**config.mk**
```make
export PLATFORM = sky130hd
export DESIGN_NAME = uart_rx_tx
export DESIGN_NICKNAME = d
export VERILOG_FILES = /design/src/rtl/uart_rx_tx.sv
export SDC_FILE = /design/constraint.sdc
export NUM_CORES = 1
export LEC_CHECK = 0
export ABC_AREA = 1
export CAP_MARGIN = 5
export CORE_ASPECT_RATIO = 0.6
export CORE_MARGIN = 3
export CORE_UTILIZATION = 35
export CTS_CLUSTER_SIZE = 20
export DETAILED_ROUTE_END_ITERATION = 12
export DONT_BUFFER_PORTS = 1
export PLACE_DENSITY = 0.58
export RECOVER_POWER = 100
export SYNTH_ARGS = -nofsm -noshare
export SYNTH_HDL_FRONTEND = slang
export SYNTH_SLANG_ARGS = --single-unit
export TNS_END_PERCENT = 50
```
**constraint.sdc**
```tcl
create_clock -name i_Clock -period 2.07 [get_ports i_Clock]
set_input_delay 0.1035 -clock i_Clock [delete_from_list [all_inputs] [get_ports i_Clock]]
set_output_delay 0.1035 -clock i_Clock [all_outputs]
set_load 0.01 [all_outputs]
```
**src/rtl/uart_rx_tx.sv**
```systemverilog
// 8N1 UART receiver and transmitter with independent RX/TX state machines.
// Optional macro UART_RX_SYNC_EN adds a two-flop synchronizer on i_Rx_Serial.
//
// state     | meaning
// ----------+------------------------------------------------------------
// S_IDLE    | line idle; RX waits for a low sample, TX waits for i_Tx_DV
// S_START   | start bit; RX checks it at mid-bit, TX drives 0
// S_DATA    | eight data bits, LSB first
// S_STOP    | stop bit; RX validates it, TX drives 1
// S_CLEANUP | single-cycle completion (RX DV pulse / TX done pulse)
module uart_rx_tx #(
  parameter int CLKS_PER_BIT = 86
) (
  input  logic       i_Clock,
  input  logic       i_Rst_n,
  input  logic       i_Rx_Serial,
  output logic       o_Rx_DV,
  output logic [7:0] o_Rx_Byte,
  input  logic       i_Tx_DV,
  input  logic [7:0] i_Tx_Byte,
  output logic       o_Tx_Active,
  output logic       o_Tx_Serial,
  output logic       o_Tx_Done
);

  localparam int TW = $clog2(CLKS_PER_BIT);
  localparam logic [TW-1:0] BIT_LOAD  = TW'(CLKS_PER_BIT - 1);
  localparam logic [TW-1:0] HALF_LOAD = TW'(CLKS_PER_BIT / 2 - 1);
  localparam logic [TW-1:0] ONE       = TW'(1);

  typedef enum logic [2:0] {S_IDLE, S_START, S_DATA, S_STOP, S_CLEANUP} state_t;

  logic rx_line;

`ifdef UART_RX_SYNC_EN
  logic rx_meta;
  always_ff @(posedge i_Clock or negedge i_Rst_n) begin
    if (!i_Rst_n) begin
      rx_meta <= 1'b1;
      rx_line <= 1'b1;
    end else begin
      rx_meta <= i_Rx_Serial;
      rx_line <= rx_meta;
    end
  end
`else
  always_ff @(posedge i_Clock or negedge i_Rst_n) begin
    if (!i_Rst_n) rx_line <= 1'b1;
    else          rx_line <= i_Rx_Serial;
  end
`endif

  // ---------------- receiver ----------------
  state_t        rx_state, rx_state_nxt;
  logic [TW-1:0] rx_timer, rx_timer_nxt;
  logic [2:0]    rx_idx, rx_idx_nxt;
  logic [7:0]    rx_shift, rx_shift_nxt;
  logic [7:0]    rx_byte, rx_byte_nxt;
  logic          rx_dv, rx_dv_nxt;

  always_ff @(posedge i_Clock or negedge i_Rst_n) begin
    if (!i_Rst_n) begin
      rx_state <= S_IDLE;
      rx_timer <= '0;
      rx_idx   <= '0;
      rx_shift <= '0;
      rx_byte  <= '0;
      rx_dv    <= 1'b0;
    end else begin
      rx_state <= rx_state_nxt;
      rx_timer <= rx_timer_nxt;
      rx_idx   <= rx_idx_nxt;
      rx_shift <= rx_shift_nxt;
      rx_byte  <= rx_byte_nxt;
      rx_dv    <= rx_dv_nxt;
    end
  end

  // All RX sample points are timed from the start-bit midpoint.
  always_comb begin
    rx_state_nxt = rx_state;
    rx_timer_nxt = rx_timer;
    rx_idx_nxt   = rx_idx;
    rx_shift_nxt = rx_shift;
    rx_byte_nxt  = rx_byte;
    rx_dv_nxt    = 1'b0;
    case (rx_state)
      S_IDLE: begin
        rx_idx_nxt = '0;
        if (!rx_line) begin
          rx_state_nxt = S_START;
          rx_timer_nxt = HALF_LOAD;
        end
      end
      S_START: begin
        if (rx_timer == '0) begin
          if (!rx_line) begin
            rx_state_nxt = S_DATA;
            rx_timer_nxt = BIT_LOAD;
          end else begin
            rx_state_nxt = S_IDLE;
          end
        end else begin
          rx_timer_nxt = rx_timer - ONE;
        end
      end
      S_DATA: begin
        if (rx_timer == '0) begin
          rx_shift_nxt = {rx_line, rx_shift[7:1]};
          rx_timer_nxt = BIT_LOAD;
          if (rx_idx == 3'd7) rx_state_nxt = S_STOP;
          else                rx_idx_nxt   = rx_idx + 3'd1;
        end else begin
          rx_timer_nxt = rx_timer - ONE;
        end
      end
      S_STOP: begin
        if (rx_timer == '0) begin
          rx_state_nxt = S_CLEANUP;
          if (rx_line) begin
            rx_byte_nxt = rx_shift;
            rx_dv_nxt   = 1'b1;
          end
        end else begin
          rx_timer_nxt = rx_timer - ONE;
        end
      end
      S_CLEANUP: rx_state_nxt = S_IDLE;
      default:   rx_state_nxt = S_IDLE;
    endcase
  end

  assign o_Rx_DV   = rx_dv;
  assign o_Rx_Byte = rx_byte;

  // ---------------- transmitter ----------------
  state_t        tx_state, tx_state_nxt;
  logic [TW-1:0] tx_timer, tx_timer_nxt;
  logic [2:0]    tx_idx, tx_idx_nxt;
  logic [7:0]    tx_data, tx_data_nxt;

  always_ff @(posedge i_Clock or negedge i_Rst_n) begin
    if (!i_Rst_n) begin
      tx_state <= S_IDLE;
      tx_timer <= '0;
      tx_idx   <= '0;
      tx_data  <= '0;
    end else begin
      tx_state <= tx_state_nxt;
      tx_timer <= tx_timer_nxt;
      tx_idx   <= tx_idx_nxt;
      tx_data  <= tx_data_nxt;
    end
  end

  always_comb begin
    tx_state_nxt = tx_state;
    tx_timer_nxt = tx_timer;
    tx_idx_nxt   = tx_idx;
    tx_data_nxt  = tx_data;
    o_Tx_Serial  = 1'b1;
    o_Tx_Active  = 1'b0;
    o_Tx_Done    = 1'b0;
    case (tx_state)
      S_IDLE: begin
        tx_idx_nxt = '0;
        if (i_Tx_DV) begin
          tx_data_nxt  = i_Tx_Byte;
          tx_timer_nxt = BIT_LOAD;
          tx_state_nxt = S_START;
        end
      end
      S_START: begin
        o_Tx_Serial = 1'b0;
        o_Tx_Active = 1'b1;
        if (tx_timer == '0) begin
          tx_timer_nxt = BIT_LOAD;
          tx_state_nxt = S_DATA;
        end else begin
          tx_timer_nxt = tx_timer - ONE;
        end
      end
      S_DATA: begin
        o_Tx_Serial = tx_data[tx_idx];
        o_Tx_Active = 1'b1;
        if (tx_timer == '0) begin
          tx_timer_nxt = BIT_LOAD;
          if (tx_idx == 3'd7) tx_state_nxt = S_STOP;
          else                tx_idx_nxt   = tx_idx + 3'd1;
        end else begin
          tx_timer_nxt = tx_timer - ONE;
        end
      end
      S_STOP: begin
        o_Tx_Active = 1'b1;
        if (tx_timer == '0) tx_state_nxt = S_CLEANUP;
        else                tx_timer_nxt = tx_timer - ONE;
      end
      S_CLEANUP: begin
        o_Tx_Done    = 1'b1;
        tx_state_nxt = S_IDLE;
      end
      default: tx_state_nxt = S_IDLE;
    endcase
  end

endmodule

```
; ---- Word-level counts from Yosys, hierarchy flattened
; Cells that the tools add are included.
[word_totals]
output_inout_bits = 12
in_bits = 12
elab_cells = 96
ff_bits = 52
[op_classes]
n_eq_ne = 24
n_addsub = 4
n_reduce_logical = 19
mux = 37
order_cmp = 1
[ops]
columns = operator, n
row1 = $mux W7, 8
row2 = $mux W3, 14
row3 = $ne A2 B2 Y1 const B, 14
row4 = $pmux W7 S4, 1
row5 = $pmux W3 S4, 2
row6 = $pmux W7 S3, 1
row7 = $logic_not A7 Y1, 2
row8 = $sub A7 B1 Y7 const B, 2
row9 = $eq A3 B2 Y1 const B, 4
row10 = $pmux W3 S2, 2
row11 = $reduce_and A3 Y1, 4
row12 = $reduce_and A5 Y1, 2
row13 = $eq A3 B3 Y1 const B, 3
row14 = $add A3 B1 Y3 const B, 2
row15 = $eq A3 B1 Y1 const B, 2
row16 = $logic_not A3 Y1, 2
row17 = $mux W1, 6
row18 = $lt A3 B4 Y1 const B, 1
row19 = $reduce_and A2 Y1, 2
row20 = $reduce_and A4 Y1, 1
row21 = $reduce_bool A2 Y1, 2
row22 = $reduce_bool A4 Y1, 1
row23 = $bmux W1 S3, 1
row24 = $ne A3 B3 Y1 const B, 1
row25 = 5 further kinds, 5

; ---- Longest topological paths before layout
[logic_depth]
word_depth = 4
ltp_mapped = 12
ltp_nobuf = 12

; ---- Worst setup path after synthesis
; OpenSTA, ideal clock, no wires.
[synth_timing]
kind = reg2reg
from = reg rx_timer[0]
to = reg rx_byte[6], in the netlist o_Rx_Byte[6]
path_slack_ns = 0.607
arrival_time_ns = 1.345
required_ns = 1.952
n_path_buf = 1
setup_time_ns = 0.118
path_stages_with_launch = 11
period_less_slack_ns = 1.463
cell_sequence = dfrtp_1 -> inv_1 -> ha_1 -> inv_1 -> nor2_2 -> nand3_4 -> nor2_4 -> nand2_4 -> buf_6 -> nand2_1 -> o21ai_2
[synth_via]
elab_chain_cells = 2
[synth_lines]
columns = item, line_no
row1 = from (decl), 55  ; logic [TW-1:0] rx_timer, rx_timer_nxt;
row2 = from (signal assigned), 71  ; rx_timer <= rx_timer_nxt;
row3 = $logic_not A7 Y1, 118  ; if (rx_timer == '0) begin
row4 = $reduce_and A3 Y1 (no source line), -
row5 = to (signal assigned), 74  ; rx_byte <= rx_byte_nxt;
row6 = to (decl), 58  ; logic [7:0] rx_byte, rx_byte_nxt;
; No other way between the ends.
; A chain may end at the register's enable or synchronous reset.

; ---- Worst setup path after layout
[layout_timing]
from = reg rx_timer[0]
to = reg rx_state[1]
[layout_via]
elab_chain_cells = 3
elab_cells_between_ends = 5
cone_classes = eq/ne: 3 / reduce/logical: 2
[layout_lines]
columns = item, line_no
row1 = $logic_not A7 Y1 (*), "96, 108, 118"
row2 = $ne A2 B2 Y1 (no source line), -
row3 = $reduce_and A5 Y1 (no source line) (*), -
row4 = to (signal assigned), 70  ; rx_state <= rx_state_nxt;
row5 = to (decl), 54  ; state_t rx_state, rx_state_nxt;
; Mark *: on every way between the ends. The rest lies on a longest branch, timed or not.

==> results summary <==
The flow ran to the end, and the final reports show no timing, DRC or antenna violations. The combinational power share came out at 0.340. The die outline height is 74.2 µm. The number of buffers added by the clock tree synthesis step is 5. The largest buffer count on any clock path came out at 2.

The insertion delay of the later-clocked pin in the worst-skew pair is 0.30 ns. The half-perimeter wire length after placement came out at 3480 µm. The first global-routing pass estimated 8820 µm of wire. The core footprint is 0.00739 mm². The weighted congestion at the end of routability-driven global placement is 0.857.

The horizontal die dimension is 120 µm. The fraction of final layout cells with drive strength greater than 1 came out at 0.109. The clock arrives with 0.00508 ns of skew. The count of final setup violators came out at 0.

The internal power summed over all cells is 2180 µW. The highest ir drop seen on vdd came out at 0.505 mV. Setup repair after global routing left no endpoint under its margin. The clock root buffer is sky130_fd_sc_hd__clkbuf_16.

Yosys instantiated no cell more often than sky130_fd_sc_hd__nand2_1. The number of instances in the synthesized netlist came out at 323. The count of fill cells added during filler insertion came out at 769. The net switching share of the total power is 0.378.

The wire length per cell after detailed routing came out at 11.1 µm. The H-tree was split into 2 levels. The type of destination of the critical path is a flop. The total count of max-transition violations in the final report is 0.

STA classifies the critical path startpoint as a flop. The share of the clock period used by the worst path is 0.847. The total of flip-flops plus latches after synthesis is 52. In this run the worst hold path is classified as input port to flop. The number of search-and-repair iterations in the first detailed-routing pass came out at 4. The analysis attributes to net switching a power of 1320 µW.

The relative area change from synthesis to final layout is 11.0%. The most area-hungry cell type in the Yosys netlist is sky130_fd_sc_hd__dfrtp_1. The leakage component of the power is 0.00151 µW. Hold is met by 0.210 ns. The routed layout has 2011 vias. The worst endpoint required time came out at 2.23 ns. Ranked by total cell area, the synthesized netlist is headed by sky130_fd_sc_hd__dfrtp_1 47%, sky130_fd_sc_hd__nand2_1 11%, sky130_fd_sc_hd__inv_1 6.1%. The DRC marker count from the first detailed-route iteration came out at 125. The critical path arrival came out at 1.91 ns. The repair_antennas step left the layout with diodes totalling 0. The layout net count came out at 358. The most used flip-flop cell after synthesis is sky130_fd_sc_hd__dfrtp_1. The number of antenna violations at the first check in global routing came to 0. The highest clock rate came out at 571 MHz. The async set-or-reset flop fraction in the synthesized netlist is 1.00. Averaged over all synthesized cells, the footprint is 8.41 µm². The routed wire length is 4940 µm. The vias per cell is 4.53. The worst-case setup slack after placement is 0.496 ns.

The area of the die is 0.00889 mm². The global routing usage summed across all routing layers came out at 0.125. The number of flops mapped to enable cells by yosys came out at 0.

The remaining design rule violation count is 0. Of the post-synthesis cell area, the dominant cell type holds 0.470. Counting distinct cell types in the post-synthesis netlist gives 29. Row generation in the floorplan step produced 24 rows. Of the total power, the clock network draws 0.247. The number of nets with antenna violations after detailed routing is 0. The transition at the pin with the smallest max-transition slack came out at 1.28 ns. The setup path with the least slack is of type flop to flop. In the post-route analysis, the smallest setup slack over all paths is 0.318 ns.

Entering global routing, the biggest net connects 53 pins. 24 I/O pins were placed. The via count of the first global-routing pass was 1880. Global routing finished with a remaining overflow of 0. The worst slew margin relative to its limit is 0.148.

The portion of total power attributed to sequential cells came out at 0.413. The clock input transition at the sequential cells of the worst setup and hold paths is 0.07 ns. The number of hold violations in the final report is 0. The net count after synthesis is 342. The maximum fanout count along the critical path came out at 4. The total standard cell area after synthesis is 0.00272 mm². Port buffering added 0 buffers. The smallest clock period supported by the final layout is computed as 1.75 ns. TritonCTS built the clock tree. For this design the ratio of total power to cell area is 1160 mW/mm².

Max-cap violations in this run came to 0. The initial core utilization is 0.368. Counting instances in the post-synthesis netlist gives the leading cell types as 83 x sky130_fd_sc_hd__nand2_1, 51 x sky130_fd_sc_hd__dfrtp_1, 44 x sky130_fd_sc_hd__inv_1. The clock drives 52 sinks. The post-synthesis sequential area ratio is 0.480. The count of warnings emitted by yosys is 0. The final total negative setup slack is 0 ns.
[cells by family (layout without fill, tap and decap cells)]
group	after synthesis	in the layout	synth area share
XOR/XNOR	2	2	0.00645
flip-flops	52	52	0.480
multiplexers	8	8	0.0332
AO/OA/AOI/OAI	39	39	0.0876
buffers and inverters	49	66	0.0733
adder cells (fa/ha/maj)	7	7	0.0323
AND/OR/NAND/NOR	166	166	0.288
[sequential cells by signal, summed over array words and instances (netlist names), 3 cells and up]
register / flops
o_Rx_Byte: 8
rx_shift: 8
tx_data: 8
rx_timer: 7
tx_timer: 7
rx_idx: 3
rx_state: 3
tx_idx: 3
tx_state: 3
[final timing paths]
path                             start      endpoint  slack, ns  cells past startpoint
max                        rx_timer[0]   rx_state[1]       0.32                      8
min                            i_Tx_DV   tx_state[2]       0.21                      4
max reg2reg                rx_timer[0]   rx_state[1]       0.32                      8
min reg2reg                rx_shift[0]  o_Rx_Byte[0]       0.48                      2
max in group asynchronous      i_Rst_n   tx_timer[1]       0.66                      2
min in group asynchronous      i_Rst_n   rx_timer[2]       0.62                      2
[power by group through the flow]
stage,Combinational (µW),Clock (µW),Sequential [µW]
2_1_floorplan,1000,0,1410
3_3_place_gp,1180,0,1470
3_5_place_dp,1200,0,1460
4_1_cts,1240,906,1450
5_1_grt,1400,945,1480
6_report,1190,866,1450
[cell usage in the layout (no fill, tap or decap)]
| cell type | instances |
|---|---|
| sky130_fd_sc_hd__clkbuf_8 | 1 |
| sky130_fd_sc_hd__o21ai_0 | 29 |
| sky130_fd_sc_hd__or2_2 | 3 |
| sky130_fd_sc_hd__nand4_1 | 4 |
| sky130_fd_sc_hd__nand2_1 | 85 |
| sky130_fd_sc_hd__dfrtp_1 | 51 |
| sky130_fd_sc_hd__nor3_2 | 1 |
| sky130_fd_sc_hd__nor2_2 | 1 |
| sky130_fd_sc_hd__a21oi_2 | 1 |
| sky130_fd_sc_hd__a21oi_1 | 3 |
| sky130_fd_sc_hd__clkbuf_2 | 1 |
| sky130_fd_sc_hd__nand3_4 | 1 |
| sky130_fd_sc_hd__dfstp_2 | 1 |
| sky130_fd_sc_hd__o21ai_1 | 1 |
| sky130_fd_sc_hd__nand3b_1 | 2 |
| sky130_fd_sc_hd__mux2_2 | 8 |
| sky130_fd_sc_hd__o21ai_2 | 3 |
| sky130_fd_sc_hd__nand2_2 | 3 |
| sky130_fd_sc_hd__ha_1 | 7 |
| sky130_fd_sc_hd__nor2_4 | 4 |
| sky130_fd_sc_hd__inv_2 | 2 |
| sky130_fd_sc_hd__dlygate4sd3_1 | 10 |
| sky130_fd_sc_hd__o211ai_1 | 2 |
| sky130_fd_sc_hd__nor3b_1 | 1 |
| sky130_fd_sc_hd__clkinv_2 | 1 |
| sky130_fd_sc_hd__xor2_1 | 2 |
| sky130_fd_sc_hd__inv_6 | 1 |
| sky130_fd_sc_hd__nor2_1 | 42 |
| sky130_fd_sc_hd__nor3_1 | 2 |
| sky130_fd_sc_hd__inv_1 | 45 |
| sky130_fd_sc_hd__nand3_1 | 17 |
| sky130_fd_sc_hd__clkbuf_16 | 5 |
[through the flow]
step / area (µm²) / cells / utilization / total power [µW]
after global placement: 2820 / 425 / 0.382 / 2650
final: 3010 / 444 / 0.408 / 3500
after global routing: 3010 / 444 / 0.408 / 3820
after floorplan: 2720 / 323 / - / 2420
after detailed placement: 2820 / 425 / 0.382 / 2660
after CTS: 3100 / 444 / 0.420 / 3600
[critical path: stages (launching register included)]
cell and delay, ns:
sky130_fd_sc_hd__dfrtp_1 0.39, sky130_fd_sc_hd__inv_1 0.10, sky130_fd_sc_hd__ha_1 0.15, sky130_fd_sc_hd__inv_1 0.04, sky130_fd_sc_hd__nor2_1 0.21, sky130_fd_sc_hd__nand3_4 0.15, sky130_fd_sc_hd__nand2_1 0.09, sky130_fd_sc_hd__nor3b_1 0.37
sky130_fd_sc_hd__o21ai_0 0.13
[per-layer routing]
| layer | GRT usage | wire [µm] |
|---|---|---|
| met5 | 0 | 0 |
| met2 | 0.171 | 1900 |
| met3 | 0.0426 | 329 |
| met1 | 0.180 | 2620 |
| met4 | 0.0495 | 82 |
[layout make-up]
class	instances	area [µm²]	share of cell area
flip-flops and latches	52	1300	0.432
multi-input cells	222	1150	0.380
inverters	47	176	0.0586
clock buffers	6	139	0.0461
well taps	104	130	0.0432
repair buffers	11	105	0.0349
clock inverters	2	13.8	0.00457
[repair_timing]
action | 4_1_cts | 5_1_grt
setup buffers | 0 | 0
hold buffers | 11 | 0
gates resized for setup | 0 | 0
endpoints found under the hold margin | 61 | 0
Power figures use the tool's default switching activity.
